--- src/rtl/instr_loader.sv ---
// Boot-time instruction loader: receives a length-prefixed, XOR-checksummed byte
// stream and writes it into instruction memory one 32-bit word at a time.
module instr_loader #(
  parameter int unsigned MEM_SIZE = 1024
) (
  input  logic        clk,
  input  logic        reset_n,
  input  logic        start,
  input  logic [7:0]  byte_in,
  input  logic        byte_valid,
  output logic        byte_ready,
  output logic        wr_en,
  output logic [63:0] wr_addr,
  output logic [31:0] wr_data,
  output logic        busy,
  output logic        cpu_hold,
  output logic        done,
  output logic        error,
  output logic [2:0]  dbg_state_o
);

  // Handshake: a byte moves only on a rising edge where byte_valid && byte_ready;
  // byte_ready depends on state alone, never on byte_valid.

  typedef enum logic [2:0] {
    S_IDLE  = 3'd0,
    S_LEN0  = 3'd1,
    S_LEN1  = 3'd2,
    S_DATA  = 3'd3,
    S_CHECK = 3'd4
  } state_e;

  localparam logic [63:0] MEM_BYTES = 64'(MEM_SIZE);

  state_e      state_q, state_d;
  logic [15:0] len_q, len_d;
  logic [15:0] word_idx_q, word_idx_d;
  logic [1:0]  byte_idx_q, byte_idx_d;
  logic [31:0] pack_q, pack_d;
  logic [7:0]  chk_q, chk_d;
  logic        wr_en_q, wr_en_d;
  logic [63:0] wr_addr_q, wr_addr_d;
  logic [31:0] wr_data_q, wr_data_d;
  logic        done_q, done_d;
  logic        error_q, error_d;
  logic        hold_q;

  logic        xfer;
  logic [15:0] n_full;
  logic [63:0] n_bytes;
  logic        too_big;

  assign byte_ready  = (state_q != S_IDLE);
  assign busy        = (state_q != S_IDLE);
  assign xfer        = byte_valid && byte_ready;
  assign n_full      = {byte_in, len_q[7:0]};
  assign n_bytes     = {46'd0, n_full, 2'b00};
  // Exactly filling memory is fine: the last word ends at MEM_SIZE-1.
  assign too_big     = (n_bytes > MEM_BYTES);

  assign wr_en       = wr_en_q;
  assign wr_addr     = wr_addr_q;
  assign wr_data     = wr_data_q;
  assign done        = done_q;
  assign error       = error_q;
  assign cpu_hold    = busy || hold_q;
  assign dbg_state_o = state_q;

  always_comb begin
    state_d    = state_q;
    len_d      = len_q;
    word_idx_d = word_idx_q;
    byte_idx_d = byte_idx_q;
    pack_d     = pack_q;
    chk_d      = chk_q;
    wr_en_d    = 1'b0;
    wr_addr_d  = wr_addr_q;
    wr_data_d  = wr_data_q;
    done_d     = done_q;
    error_d    = error_q;

    case (state_q)
      S_IDLE: begin
        if (start) begin
          state_d    = S_LEN0;
          done_d     = 1'b0;
          error_d    = 1'b0;
          chk_d      = 8'd0;
          len_d      = 16'd0;
          word_idx_d = 16'd0;
          byte_idx_d = 2'd0;
        end
      end
      S_LEN0: begin
        if (xfer) begin
          len_d[7:0] = byte_in;
          state_d    = S_LEN1;
        end
      end
      S_LEN1: begin
        if (xfer) begin
          len_d[15:8] = byte_in;
          if (too_big) begin
            state_d = S_IDLE;
            error_d = 1'b1;
          end else if (n_full == 16'd0) begin
            state_d = S_CHECK;
          end else begin
            state_d = S_DATA;
          end
        end
      end
      S_DATA: begin
        if (xfer) begin
          // Shift right so the first byte of a word ends up in bits 7:0.
          pack_d     = {byte_in, pack_q[31:8]};
          chk_d      = chk_q ^ byte_in;
          byte_idx_d = byte_idx_q + 2'd1;
          if (byte_idx_q == 2'd3) begin
            wr_en_d    = 1'b1;
            wr_data_d  = pack_d;
            wr_addr_d  = {46'd0, word_idx_q, 2'b00};
            word_idx_d = word_idx_q + 16'd1;
            if (word_idx_q == len_q - 16'd1) begin
              state_d = S_CHECK;
            end
          end
        end
      end
      S_CHECK: begin
        if (xfer) begin
          state_d = S_IDLE;
          if (byte_in == chk_q) begin
            done_d = 1'b1;
          end else begin
            error_d = 1'b1;
          end
        end
      end
      default: state_d = S_IDLE;
    endcase
  end

  always_ff @(posedge clk) begin
    if (!reset_n) begin
      state_q    <= S_IDLE;
      len_q      <= 16'd0;
      word_idx_q <= 16'd0;
      byte_idx_q <= 2'd0;
      pack_q     <= 32'd0;
      chk_q      <= 8'd0;
      wr_en_q    <= 1'b0;
      wr_addr_q  <= 64'd0;
      wr_data_q  <= 32'd0;
      done_q     <= 1'b0;
      error_q    <= 1'b0;
      hold_q     <= 1'b0;
    end else begin
      state_q    <= state_d;
      len_q      <= len_d;
      word_idx_q <= word_idx_d;
      byte_idx_q <= byte_idx_d;
      pack_q     <= pack_d;
      chk_q      <= chk_d;
      wr_en_q    <= wr_en_d;
      wr_addr_q  <= wr_addr_d;
      wr_data_q  <= wr_data_d;
      done_q     <= done_d;
      error_q    <= error_d;
      // Keeps the CPU held for the cycle after the last write lands.
      hold_q     <= wr_en_q;
    end
  end

endmodule

--- config.mk ---
export PLATFORM = sky130hd
export DESIGN_NAME = instr_loader
export DESIGN_NICKNAME = d
export VERILOG_FILES = /design/src/rtl/instr_loader.sv
export SDC_FILE = /design/constraint.sdc
export NUM_CORES = 1
export LEC_CHECK = 0
export ABC_AREA = 1
export CORE_MARGIN = 2
export CORE_UTILIZATION = 52
export CTS_BUF_LIST = sky130_fd_sc_hd__clkbuf_16
export DETAILED_ROUTE_END_ITERATION = 8
export PLACE_DENSITY = 0.84
export SLEW_MARGIN = 5
export SYNTH_ARGS = -nofsm -noshare
export SYNTH_HDL_FRONTEND = slang
export SYNTH_SLANG_ARGS = --single-unit
export TNS_END_PERCENT = 100
--- constraint.sdc ---
create_clock -name clk -period 2 [get_ports clk]
set_input_delay 0.2 -clock clk [delete_from_list [all_inputs] [get_ports clk]]
set_output_delay 0.2 -clock clk [all_outputs]
set_load 0.03 [all_outputs]
Word level (Yosys, flattened, before mapping)
Cells that the tools add are included.
- register bits: 129
- bits in read-only memories: 0
- bits in writable memories: 0
- latch bits: 0
- input port bits: 12
- word-level logic and storage cells: 88
- output and inout bits: 105
- memories kept: 0
- divide/modulo/power cells: 0
- mux-type cells: 33
- multiply operators: 0
- bitwise gates (word level): 1
- equality and inequality tests: 17
- shift-type cells: 0
- order comparisons: 1
- add/sub/neg operators: 3
- reduce and logical (&&, ||, !) cells: 20
- operator list (operator ; number):
    16-bit two-way mux ; 3
    8-bit one-hot mux with 2 select lines ; 3
    16-bit one-hot mux with 2 select lines ; 1
    3-bit two-way mux ; 9
    8-bit two-way mux ; 3
    2-bit != test, second input constant ; 10
    18-bit by 11-bit greater-than comparator with 1-bit output, second input constant ; 1
    16-bit by 1-bit adder with 16-bit output, second input constant ; 1
    16-bit equality test ; 1
    16-bit zero test ; 1
    16-bit by 1-bit subtractor with 16-bit output, second input constant ; 1
    3-bit one-hot mux with 5 select lines ; 1
    3-bit AND reduction ; 5
    8-bit equality test ; 1
    1-bit two-way mux ; 8
    4-bit AND reduction ; 2
    2-bit nonzero test ; 4
    8-bit XOR ; 1
    7-bit AND reduction ; 1
    3-bit by 2-bit equality test with 1-bit output, second input constant ; 2
    6-bit AND reduction ; 1
    3-bit nonzero test ; 2
    2-bit two-way mux ; 2
    2-bit one-hot mux with 2 select lines ; 1
    10 further kinds ; 10

Depth between registers and ports, before layout
- depth in word-level cells: 6
- mapped depth: 16
- gate-level depth less buffers: 16

Worst setup path after synthesis
OpenSTA, ideal clock, no wires.
- kind: register to register
- start point: reg state_q[1] (netlist: dbg_state_o[1])
- end point: reg wr_addr_q[17] (netlist: wr_addr[17])
- setup slack: 184 ps
- data required time: 1884 ps
- setup time: 116 ps
- stages on the path, launching flop included: 11
- buffers on the path: 3
- period minus slack after synthesis: 1816 ps
- arrival time: 1700 ps
- cell sequence: dfxtp_1 -> buf_6 -> nand3_4 -> nor2_8 -> inv_4 -> nor2_8 -> inv_4 -> buf_4 -> buf_2 -> nor2_1 -> nor2_1
- cells in the longest elaborated chain, start to end: 3
- elaborated cells on any way between the ends: 4
- those cells by class: eq/ne (1); reduce/logical (3)
- ends and longest elaborated chain (item ; line ; text):
    start, declared ; 35 ; state_e state_q, state_d;
    start signal, assigned ; 159 ; state_q <= state_d;
    3-bit nonzero test ; 53 ; assign byte_ready = (state_q != S_IDLE);
    1-bit logical AND ; 55 ; assign xfer = byte_valid && byte_ready;
    3-bit AND reduction (no line) * ; -- ;
    end signal, assigned ; 166 ; wr_addr_q <= wr_addr_d;
    end, declared ; 42 ; logic [63:0] wr_addr_q, wr_addr_d;
Every way passes the cells marked *; elsewhere a longest branch is shown, timed or not.
A chain may end at the register's enable or synchronous reset.

Worst setup path after layout
- start point: reg len_q[5]
- end point: reg state_q[1] (netlist: dbg_state_o[1])
- cells in the longest elaborated chain, start to end: 5
- elaborated cells on any way between the ends: 10
- those cells by class: add/sub (1); order compare (1); eq/ne (2); mux (4); reduce/logical (2)
- ends and longest elaborated chain (item ; line ; text):
    start, declared ; 36 ; logic [15:0] len_q, len_d;
    start signal, assigned ; 160 ; len_q <= len_d;
    branches (longest 5 deep; another with 16-bit by 1-bit subtractor with 16-bit output) ; -- ;
Parallel ways; which one is timed is not known. The select of a mux whose other input is x is not followed.

==> results_dict.tcl <==
set metrics [dict create \
    status "finished, final reports clean" \
    synthCells 797 \
    synth_area_leader_cell "dfxtp_1" \
    root_buffer "clkbuf_16" \
    critical_path.startpoint_type "flip-flop" \
    htreeDepth 4 \
    cts_sinks 121 \
    core_area_sq_um 10900 \
    synth_cell_type_count 43 \
    hold_violations 0 \
    wl_met2_mm 7.32 \
    grt.total_usage_pct 26.1 \
    reg2reg_to "dbg_state_o[1]$_SDFFE_PN0P_" \
    row_count 38 \
    slowest_delay_ns 0.34 \
    synth-edff-count 0 \
    yosys_warnings 0 \
    power.leakage_nw 3.12 \
    critical_path_required_ns 2.31 \
    grt_setup_unrepaired "yes" \
    vias 5577 \
    synth_flop_cell "dfxtp_1" \
    drc_errors 0 \
    met1_length_mm 6.48 \
    holdPathStages 3 \
    min_from "reset_n" \
    vdd.ir_drop.worst_mv 0.742 \
    clock_latency_ns 0.41 \
    detail_route.vias_per_cell 5.39 \
    top_layer "met4" \
    fin_crit_ns 1.92 \
    crit_chain "nor2_1 > nand2_1 > nor2_4 > nand2_1 > nand2_1 > nand2_1 > nor2_2 > nand3_1 > nor2_2 > nand2_1 > nand2_2 > nand3_1 > nand2_1 > inv_1" \
    synth_top_cells_by_area "dfxtp_1, nand2_1, buf_4, nor2_1, a21oi_1" \
    placed_cells_incl_taps 1000 \
    synth-seq-area-share_pct 41.3 \
    crit_top_cell "nand2_1" \
    num-fill-cells 846 \
    cp_max_fo 6 \
    die_x_um 110 \
    whs_ns 0.133 \
    cts_tree "yes" \
    grt_pass1_wl_mm 24.4 \
    drt-total-wl_mm 15.5 \
    netlist_area_sq_um 5870 \
    rrSetupSlack_ns 0.08 \
    grt_pass1_vias 5036 \
    n_antenna_cell 0 \
    power_density_nw_per_um2 1290 \
    hp-class "primary input to flip-flop" \
    syn_avg_cell_area_sq_um 7.36 \
    clk_path_buf_depth 2 \
    yosysTopAreaCellShare_pct 41.3 \
    r2r_start "len_q[5]$_SDFFE_PN0P_" \
    fin_crit_sh_pct 96.1 \
    worst_clock_skew_ns 0.00914 \
    antenna_found_initial 0 \
    ys_ff_latch 121 \
    synth_most_common_cell "nand2_1" \
    start_util_pct 53.6 \
    fp.dieH_um 110 \
    arrival_ns 2.23 \
    num-nets-final 897 \
    fin_cells 1034 \
    cts-hold-fix-buffers 0 \
    max_cap_violations 0 \
    wl_met3_mm 1.14 \
    drive_gt1_share_pct 14.4 \
    crit_type "flip-flop to flip-flop" \
    grt_remaining_overflow 0 \
    synth_common_cells "nand2_1, dfxtp_1, nor2_1" \
    seq_area_sq_um 2430 \
    top_level_ports 117 \
    worst_setup_path_end_kind "flip-flop" \
    drt-pass1-iter-count 8 \
    routedWlPerCell_um 15.0 \
    worst_r2r_path_depth 14 \
    async_reset_ff_share_pct 0 \
    drv_slew 0 \
    clock.fmax_ghz 0.521 \
    die_area_sq_um 12100 \
    area_growth_pct 25.0 \
    dp_hpwl_mm 10.3 \
    multi_input_area_sq_um 2910 \
    cts_buffers 17 \
    setup_viol 0 \
    dr.first_iter.drc_count 700 \
    gp_congestion 0.946 \
    cts.clk_slew.worst_paths_ns 0.06 \
    cp_slowest_cell "dfxtp_1" \
    numPortBuffers 68 \
    drtAntennaViolNets 0 \
    grt_max_degree 42 \
    hold_path_end "dbg_state_o[2]$_SDFFE_PN0P_" \
]
## cell families after synthesis
kind of cell    after synthesis  share of synthesized area [%]
other cells                   1                         0.0639
fa+ha+maj                     4                          0.853
xor+xnor                     24                           3.58
compound gates              160                           15.2
buf+inv                     153                           13.7
simple gates                334                           25.4
flops                       121                           41.3
## cell usage in the layout (no fill, tap or decap), drive strengths merged, types with 8 or more instances in the layout
master,n
nor3,15
xor2,15
inv,75
clkdlybuf4s50,64
nor2,101
nand3,63
clkinv,8
dfxtp,121
a211oi,8
conb,48
a21oi,69
xnor2,9
o21ai,76
clkbuf,18
nand2,142
buf,32
## where the power goes
part / switching [mW] / total (mW) / internal [mW] / leakage (nW)
Clock: 1.20 / 3.32 / 2.12 / 0.314
Sequential: 0.258 / 2.89 / 2.63 / 0.981
Combinational: 2.13 / 3.23 / 1.10 / 1.83
Total: 3.59 / 9.43 / 5.84 / 3.12
## registers in the layout, indices dropped and copies added (netlist names)
| name | flops |
|---|---|
| error | 1 |
| len_q | 16 |
| wr_addr | 16 |
| dbg_state_o | 3 |
| wr_en | 1 |
| chk_q | 8 |
| done | 1 |
| pack_q | 24 |
| wr_data | 32 |
| hold_q | 1 |
| word_idx_q | 16 |
| byte_idx_q | 2 |
## timing repair
action                     CTS  global route
setup buffers                0             2
gates resized for setup      7            35
pin swaps                    0            18
setup endpoints to repair    6             7
## cell type report
| cell class | instances | share of cell area [%] |
|---|---|---|
| tap | 140 | 2.39 |
| clock buffer | 17 | 5.80 |
| sequential | 121 | 33.1 |
| multi-input combinational | 570 | 39.7 |
| timing repair buffer | 99 | 12.3 |
| inverter | 72 | 3.84 |
| clock inverter | 15 | 2.90 |
## critical path, delay by kind of cell, from the launching register on
kind	cells	cell delay [ns]
buffers and inverters	1	0.04
flip-flops	1	0.34
AND/OR/NAND/NOR	13	1.44
## metal layers
layer  vias up  global-route usage (%)
li1       2670                       -
met1      2553                    32.9
met2       298                    42.5
met3        56                    5.94
met4         0                    12.0
met5         -                       0
## stage by stage
step	TNS (ns)	area, sq um	total power [mW]	util (%)	setup WS, ns
after floorplan	0	6040	5.08	-	0.184
after global placement	0	6590	5.74	60.2	0.118
after detailed placement	0	6590	5.77	60.2	0.0154
after CTS	-0.00977	7230	9.11	66.1	-0.00977
after global routing	-0.215	7340	9.93	67.1	-0.131
final	0	7340	9.43	67.1	0.0789
## worst max-delay path by stage
stage,endpoint,startpoint,slack (ns),cells after the start
after floorplan,wr_addr[17]$_SDFFE_PN0P_,dbg_state_o[1]$_SDFFE_PN0P_,0.18,10
final,dbg_state_o[1]$_SDFFE_PN0P_,len_q[5]$_SDFFE_PN0P_,0.08,14
after global placement,dbg_state_o[0]$_SDFFE_PN0P_,len_q[0]$_SDFFE_PN0P_,0.12,13
after CTS,cpu_hold,dbg_state_o[1]$_SDFFE_PN0P_,-0.01,4
after detailed placement,dbg_state_o[1]$_SDFFE_PN0P_,len_q[0]$_SDFFE_PN0P_,0.02,13
after global routing,dbg_state_o[1]$_SDFFE_PN0P_,len_q[0]$_SDFFE_PN0P_,-0.13,15
Note: power is estimated with default switching activity, not from simulation.
